==> src/rtl/int_controller.sv <==
// int_controller: IF (FF0F) / IE (FFFF) interrupt registers with source edge detection and per-source request outputs.
// Optional build macro INT_CTRL_SRC_SYNC_EN adds a two-flop synchronizer on every source line before edge detection.
module int_controller #(
    parameter logic [15:0] IF_ADDR = 16'hFF0F,
    parameter logic [15:0] IE_ADDR = 16'hFFFF
) (
    input  logic        clk4_2,
    input  logic        reset_n,
    input  logic [15:0] address_bus,
    input  logic [7:0]  data_bus_in,
    input  logic        mem_we,
    output logic [7:0]  data_out,
    output logic        data_out_sel,
    input  logic        v_blank_src,
    input  logic        lcd_stat_src,
    input  logic        timer_src,
    input  logic        serial_src,
    input  logic        joypad_src,
    input  logic        cpu_v_blank_int_clear,
    input  logic        cpu_lcd_stat_int_clear,
    input  logic        cpu_timer_int_clear,
    input  logic        cpu_serial_int_clear,
    input  logic        cpu_joypad_int_clear,
    output logic        v_blank_int_req,
    output logic        lcd_stat_int_req,
    output logic        timer_int_req,
    output logic        serial_int_req,
    output logic        joypad_int_req,
    output logic        int_pending
);

    logic [4:0] src_raw, src_in, clr, edge_v, req;
    logic [4:0] src_q, src_d, if_q, if_d;
    logic [7:0] ie_q, ie_d;
    logic       if_sel, ie_sel;

    assign src_raw = {joypad_src, serial_src, timer_src, lcd_stat_src, v_blank_src};
    assign clr     = {cpu_joypad_int_clear, cpu_serial_int_clear, cpu_timer_int_clear,
                      cpu_lcd_stat_int_clear, cpu_v_blank_int_clear};

`ifdef INT_CTRL_SRC_SYNC_EN
    logic [4:0] meta_q, meta_d, sync_q, sync_d;

    // Synchronizer next state: raw lines into the first stage, first stage into the second
    always_comb begin
        meta_d = src_raw;
        sync_d = meta_q;
    end

    // Two-flop synchronizer for asynchronous sources (pins, other clock domains)
    always_ff @(posedge clk4_2 or negedge reset_n) begin
        if (!reset_n) begin
            meta_q <= '0;
            sync_q <= '0;
        end else begin
            meta_q <= meta_d;
            sync_q <= sync_d;
        end
    end

    assign src_in = sync_q;
`else
    assign src_in = src_raw;
`endif

    assign if_sel = (address_bus == IF_ADDR);
    assign ie_sel = (address_bus == IE_ADDR);

    // Next state: edge set beats CPU clear, which beats a bus write, which beats hold
    always_comb begin
        src_d  = src_in;
        edge_v = src_in & ~src_q;
        if_d   = ((mem_we && if_sel ? data_bus_in[4:0] : if_q) & ~clr) | edge_v;
        ie_d   = mem_we && ie_sel ? data_bus_in : ie_q;
    end

    // State registers; reset clears everything without waiting for the clock
    always_ff @(posedge clk4_2 or negedge reset_n) begin
        if (!reset_n) begin
            src_q <= '0;
            if_q  <= '0;
            ie_q  <= '0;
        end else begin
            src_q <= src_d;
            if_q  <= if_d;
            ie_q  <= ie_d;
        end
    end

    assign req          = if_q & ie_q[4:0];
    assign int_pending  = |req;
    assign data_out_sel = if_sel | ie_sel;
    assign data_out     = if_sel ? {3'b111, if_q} : ie_sel ? ie_q : 8'h00;

    assign {joypad_int_req, serial_int_req, timer_int_req, lcd_stat_int_req, v_blank_int_req} = req;

endmodule

==> config.mk <==
export PLATFORM = sky130hd
export DESIGN_NAME = int_controller
export DESIGN_NICKNAME = d
export VERILOG_FILES = /design/src/rtl/int_controller.sv
export SDC_FILE = /design/constraint.sdc
export NUM_CORES = 1
export LEC_CHECK = 0
export CORE_MARGIN = 5
export CORE_UTILIZATION = 35
export CTS_CLUSTER_DIAMETER = 30
export DETAILED_ROUTE_END_ITERATION = 8
export PLACE_DENSITY_LB_ADDON = 0.3
export SKIP_LAST_GASP = 1
export SLEW_MARGIN = 20
export SYNTH_ARGS = -nofsm -noshare
export SYNTH_HDL_FRONTEND = slang
export SYNTH_SLANG_ARGS = --single-unit
==> constraint.sdc <==
create_clock -name clk4_2 -period 1.5 [get_ports clk4_2]
set_input_delay 0.3 -clock clk4_2 [delete_from_list [all_inputs] [get_ports clk4_2]]
set_output_delay 0.3 -clock clk4_2 [all_outputs]
set_load 0.01 [all_outputs]
==> results of run 1 <==
critical path, delay by kind of cell, from the launching register on:
family	cells	cell delay [ns]
AND/OR/NAND/NOR	3	0.82
flip-flops	1	0.40
buffers and inverters	1	0.14
sequential cells by signal, summed over array words and instances, names as in the netlist:
signal / cells
if_q: 5
ie_q: 8
src_q: 5
worst paths after layout:
kind	startpoint	endpoint	slack, ns	cells past startpoint
max	ie_q[1]	int_pending	-0.46	4
min	reset_n	src_q[2]	0.29	2
max reg2reg	ie_q[0]	ie_q[0]	0.49	3
min reg2reg	ie_q[7]	ie_q[7]	0.55	1
max in group asynchronous	reset_n	ie_q[1]	1.01	2
min in group clk4_2	joypad_src	src_q[4]	0.43	1
through the flow:
stage          worst slack (ns)  instance area [um2]  utilization [%]  power, mW  cells
3_5_place_dp             -0.962                 1780             65.8      0.748    197
2_1_floorplan           -0.0692                 1090                -      0.586     94
4_1_cts                  -0.439                 2000             73.6       1.05    215
6_report                 -0.464                 2020             74.4       1.07    216
5_1_grt                  -0.489                 2020             74.4       1.12    216
3_3_place_gp             -0.901                 1780             65.8      0.739    197
metal layers:
metal	up-vias	share of wire (%)
met1	528	36
met2	36	57
met4	0	1.9
met5	-	0
li1	526	-
met3	6	5.0
synthesized netlist by cell type:
library cell / number / area share, %
a21oi_1: 8 / 4.1
a22oi_1: 5 / 3.8
and2_1: 5 / 3.2
and4_1: 1 / 0.90
buf_1: 1 / 0.38
clkbuf_1: 2 / 0.77
dfrtp_1: 18 / 46
inv_1: 1 / 0.38
mux2_2: 7 / 8.1
mux2_4: 1 / 1.5
mux2i_1: 5 / 5.1
nand2_1: 5 / 1.9
nand2_4: 1 / 1.2
nand4_1: 3 / 1.9
nor2_1: 10 / 3.8
nor2b_1: 10 / 6.4
nor3b_1: 5 / 3.8
nor4_2: 1 / 1.3
nor4_4: 1 / 2.2
or2_2: 1 / 0.64
or3_2: 1 / 0.77
or4_1: 2 / 1.5
power groups by stage:
stage | clock network [mW] | logic, mW | registers [mW]
floorplan | 0 | 0.0587 | 0.527
global placement | 0 | 0.213 | 0.526
detailed placement | 0 | 0.220 | 0.528
CTS | 0.314 | 0.223 | 0.518
global route | 0.345 | 0.249 | 0.522
finish | 0.325 | 0.228 | 0.519
cells by family (layout without fill, tap and decap cells):
group	count (synthesis)	count (layout)	synth area share, %
simple gates	46	47	29.6
mux	13	13	14.7
compound gates	13	13	7.95
flops	18	18	46.2
buf+inv	4	94	1.54
what timing repair did:
action                     4_1_cts  5_1_grt
hold endpoints to repair         0        0
setup endpoints to repair       28       15
pin swaps                       18        7
gates resized for setup        148        7
buffers inserted                13        3
gates cloned                     1        0
cell type report:
type / instances / area, um2
clock buffer: 4 / 36.3
tap: 31 / 38.8
sequential: 18 / 450
inverter: 1 / 3.75
multi-input combinational: 73 / 677
fill: 181 / 693
timing repair buffer: 89 / 811
==> results.yml, run 1 <==
status:
  status: "complete, but fails checks"
  violations: "setup timing"
sta:
  setup_ws_ns: -0.464
  holdWs_ns: 0.294
  rsz0062_at_grt: "yes"
  fin_skew_ns: 0.00308
  tns_ns: -1.71
  min_period_ns: 1.96
  fmax_ghz: 0.509
  slew_headroom_pct: 78.6
  tightest_slew_ns: 0.319
  hold_viol_final: 0
  setup_viol: 10
  drv_slew: 0
  fin_crit_sh_pct: 131
route:
  finalWirelength_um: 3410
  ant_nets: 0
  drc_errors: 0
  avgViaCountPerCell: 5.07
  firstDrtPassIters: 4
  num_vias: 1096
  drt_iter0_drc: 26
  wl_per_cell_um: 15.8
grt:
  met2_usage_pct: 36.8
  use_met1_pct: 18.3
  antenna_found_initial: 0
  grt_pass1_vias: 1251
  met3_usage_pct: 4.32
  grt_max_degree: 19
  busiest_layer: "met2"
  grt_pass1_wl_um: 5830
  grt.total_usage_pct: 18.7
  grt_overflow: 0
worst_setup_path:
  crit_path_cell_trace: "and2_4 -> or2_4 -> or4_4 -> buf_6"
  crit_fanout: 2
  worstSetupEndpointType: "output pin"
  slowest_stage: "or4_4"
  setup.worst_path.start_class: "flip-flop"
  crit_arrival_ns: 1.66
  max_stage_delay_ns: 0.42
  criticalPathCategory: "reg -> out"
  required_ns: 1.20
die:
  fp.dieW_um: 62.8
  die_y_um: 62.8
  start_util_pct: 36.0
  coreArea_um2: 2710
  ioPinCount: 52
  fp.dieArea_um2: 3940
  rows: 19
clock_network:
  cts_max_level: 1
  clock-sinks: 18
  cts_buffers: 3
  clockBufferDepth: 2
  cts_tree: "yes"
  postCtsHoldBufs: 0
  root_buffer: "clkbuf_4"
  clkTransAtPathRegs_ns: 0.12
  clkLatencyLatePin_ns: 0.31
run:
  max-cap-violations: 0
power:
  switching_share_pct: 25.6
  p_comb_share_pct: 21.3
  powerDensity_nw_per_um2: 531
  ir_drop_uv: 625
  clkPwrFrac_pct: 30.3
  net-switching-power_mw: 0.275
  p_leak_nw: 0.893
  pwr-share-seq_pct: 48.4
  internal_power_mw: 0.797
synthesis:
  synth_cells: 94
  synth_area_per_cell_um2: 10.4
  synth_area_um2: 976
  syn_nets: 131
  synth.distinct_cells: 22
  ys_seq_area_share_pct: 46.2
  synth_warnings: 0
  synth_seq_cells: 18
worst_hold_path:
  hp-class: "in -> async"
layout:
  layout_common_cells: "buf_6, buf_4, clkdlybuf4s50_1, dfrtp_1, nor2b_1"
  final_common_cell: "buf_6"
  nNetsFinal: 223
  area_delta_synth_final_pct: 107
  num_antenna_cells: 0
  drive_above_1_share_pct: 58.9
place:
  port_buffers: 51
  place.gp.congestion: 0.766
  hpwlAfterDp_um: 2440
Note: power is estimated with default switching activity, not from simulation.
==> run 2: changes to the inputs <==
--- a/config.mk
+++ b/config.mk
@@ -9,6 +9,7 @@
 export CORE_UTILIZATION = 35
 export CTS_CLUSTER_DIAMETER = 30
 export DETAILED_ROUTE_END_ITERATION = 8
+export GPL_TIMING_DRIVEN = 0
 export PLACE_DENSITY_LB_ADDON = 0.3
 export SKIP_LAST_GASP = 1
 export SLEW_MARGIN = 20
==> results.yml, run 2 (synthesis gave the netlist of run 1 again) <==
grt:
  grt.total_usage_pct: 17.2
  grt_max_degree: 19
  grt_overflow: 0
  grt_pass1_wl_um: 5380
  antenna_found_initial: 0
  grt_pass1_vias: 1072
sta:
  fmax_ghz: 0.507
  slew_headroom_pct: 44.6
  setup_ws_ns: -0.470
  tightest_slew_ns: 0.828
  setup_viol: 10
  fin_crit_sh_pct: 131
  fin_skew_ns: 0.000271
  holdWs_ns: 0.437
  rsz0062_at_grt: "yes"
  drv_slew: 0
  hold_viol_final: 0
  min_period_ns: 1.97
place:
  place.gp.congestion: 0.814
  hpwlAfterDp_um: 2270
  port_buffers: 51
die:
  start_util_pct: 36.0
  rows: 19
  fp.dieW_um: 62.8
  fp.dieArea_um2: 3940
  ioPinCount: 52
  coreArea_um2: 2710
  die_y_um: 62.8
worst_setup_path:
  reg2regPathDepth: 5
  required_ns: 1.20
  rr_startpoint: "if_q[4]"
  crit_start: "ie_q[0]"
  criticalPathCategory: "reg -> out"
  crit_fanout: 2
  worstSetupEndpointType: "output pin"
  setup.worst_path.start_class: "flip-flop"
  crit_arrival_ns: 1.67
clock_network:
  root_buffer: "clkbuf_4"
  clockBufferDepth: 2
  clock-sinks: 18
  cts_max_level: 1
  clkTransAtPathRegs_ns: 0.11
  cts_buffers: 3
  clkLatencyLatePin_ns: 0.30
  cts_tree: "yes"
layout:
  nFillCells: 222
  area_delta_synth_final_pct: 90.6
  regMostFlops: "ie_q"
  num_antenna_cells: 0
  layout_common_cells: "buf_6, clkdlybuf4s50_1, buf_4, dfrtp_1, nor2b_1"
  nNetsFinal: 207
  fin_util_pct: 68.7
  drive_above_1_share_pct: 52.7
  area.sequential_um2: 450
  top_regs: "ie_q (8), if_q (5), src_q (5)"
  final_common_cell: "buf_6"
  largest_reg_flops: 8
  multi_input_area_um2: 667
worst_hold_path:
  hold_depth: 4
  hp-class: "in -> reg"
  min_from: "address_bus[6]"
route:
  wl_met3_um: 158
  num_vias: 1037
  ant_nets: 0
  avgViaCountPerCell: 5.19
  wl_met1_um: 1300
  dr_wl_met2_um: 1880
  drt_iter0_drc: 23
  top_layer: "met4"
  firstDrtPassIters: 4
  drc_errors: 0
  finalWirelength_um: 3380
  wl_per_cell_um: 16.9
status:
  status: "complete, but fails checks"
  violations: "setup timing"
power:
  p_leak_nw: 0.808
  ir_drop_uv: 608
  powerDensity_nw_per_um2: 574
run:
  max-cap-violations: 0
[run 2: what timing repair did]
action / CTS / global route
setup buffers: 15 / 8
endpoints found under the hold margin: 0 / 0
pin swaps: 18 / 13
gates cloned: 2 / 0
hold buffers: 0 / 0
endpoints found under the setup margin: 28 / 20
gates resized for setup: 125 / 17
[run 2: path summary, 6_finish.rpt]
kind	end	slack, ns
min	if_q[3]	0.44
max in group asynchronous	ie_q[3]	0.53
max	int_pending	-0.47
min in group asynchronous	ie_q[5]	0.46
min reg2reg	ie_q[6]	0.55
max reg2reg	if_q[4]	0.40
[run 2: stage by stage]
stage / instance area (um2) / setup WS [ns] / setup TNS, ns / cells / power, mW
finish: 1860 / -0.470 / -0.965 / 200 / 1.07
global route: 1860 / -0.518 / -1.32 / 200 / 1.11
CTS: 1760 / -0.455 / -1.13 / 193 / 1.04
detailed placement: 1640 / -1.13 / -19.79 / 176 / 0.715
global placement: 1640 / -1.10 / -18.90 / 176 / 0.705
floorplan: 1090 / -0.0692 / -0.417 / 94 / 0.586
[run 2: layout make-up]
cell class,instances,share of cell area [%]
Multi-Input combinational cell,74,35.8
Clock buffer,4,1.95
Tap cell,31,2.08
Inverter,1,0.202
Sequential cell,18,24.2
Timing Repair Buffer,72,35.7
[run 2: layer usage]
metal / vias to the layer above / global-route usage, %
met2: 32 / 31.5
met1: 503 / 19.0
met3: 5 / 3.78
met5: - / 0
li1: 497 / -
met4: 0 / 7.16
[run 2: critical path, stage by stage (launching register included)]
cell     delay [ns]
dfrtp_1        0.42
and2_4         0.17
or2_4          0.22
or4_4          0.41
buf_6          0.13
[run 2: power by group]
group          leakage [nW]  internal, mW  switching [mW]
combinational         0.562         0.143          0.0893
sequential            0.225         0.508          0.0109
clock                0.0210         0.148           0.169
total                 0.808         0.799           0.269
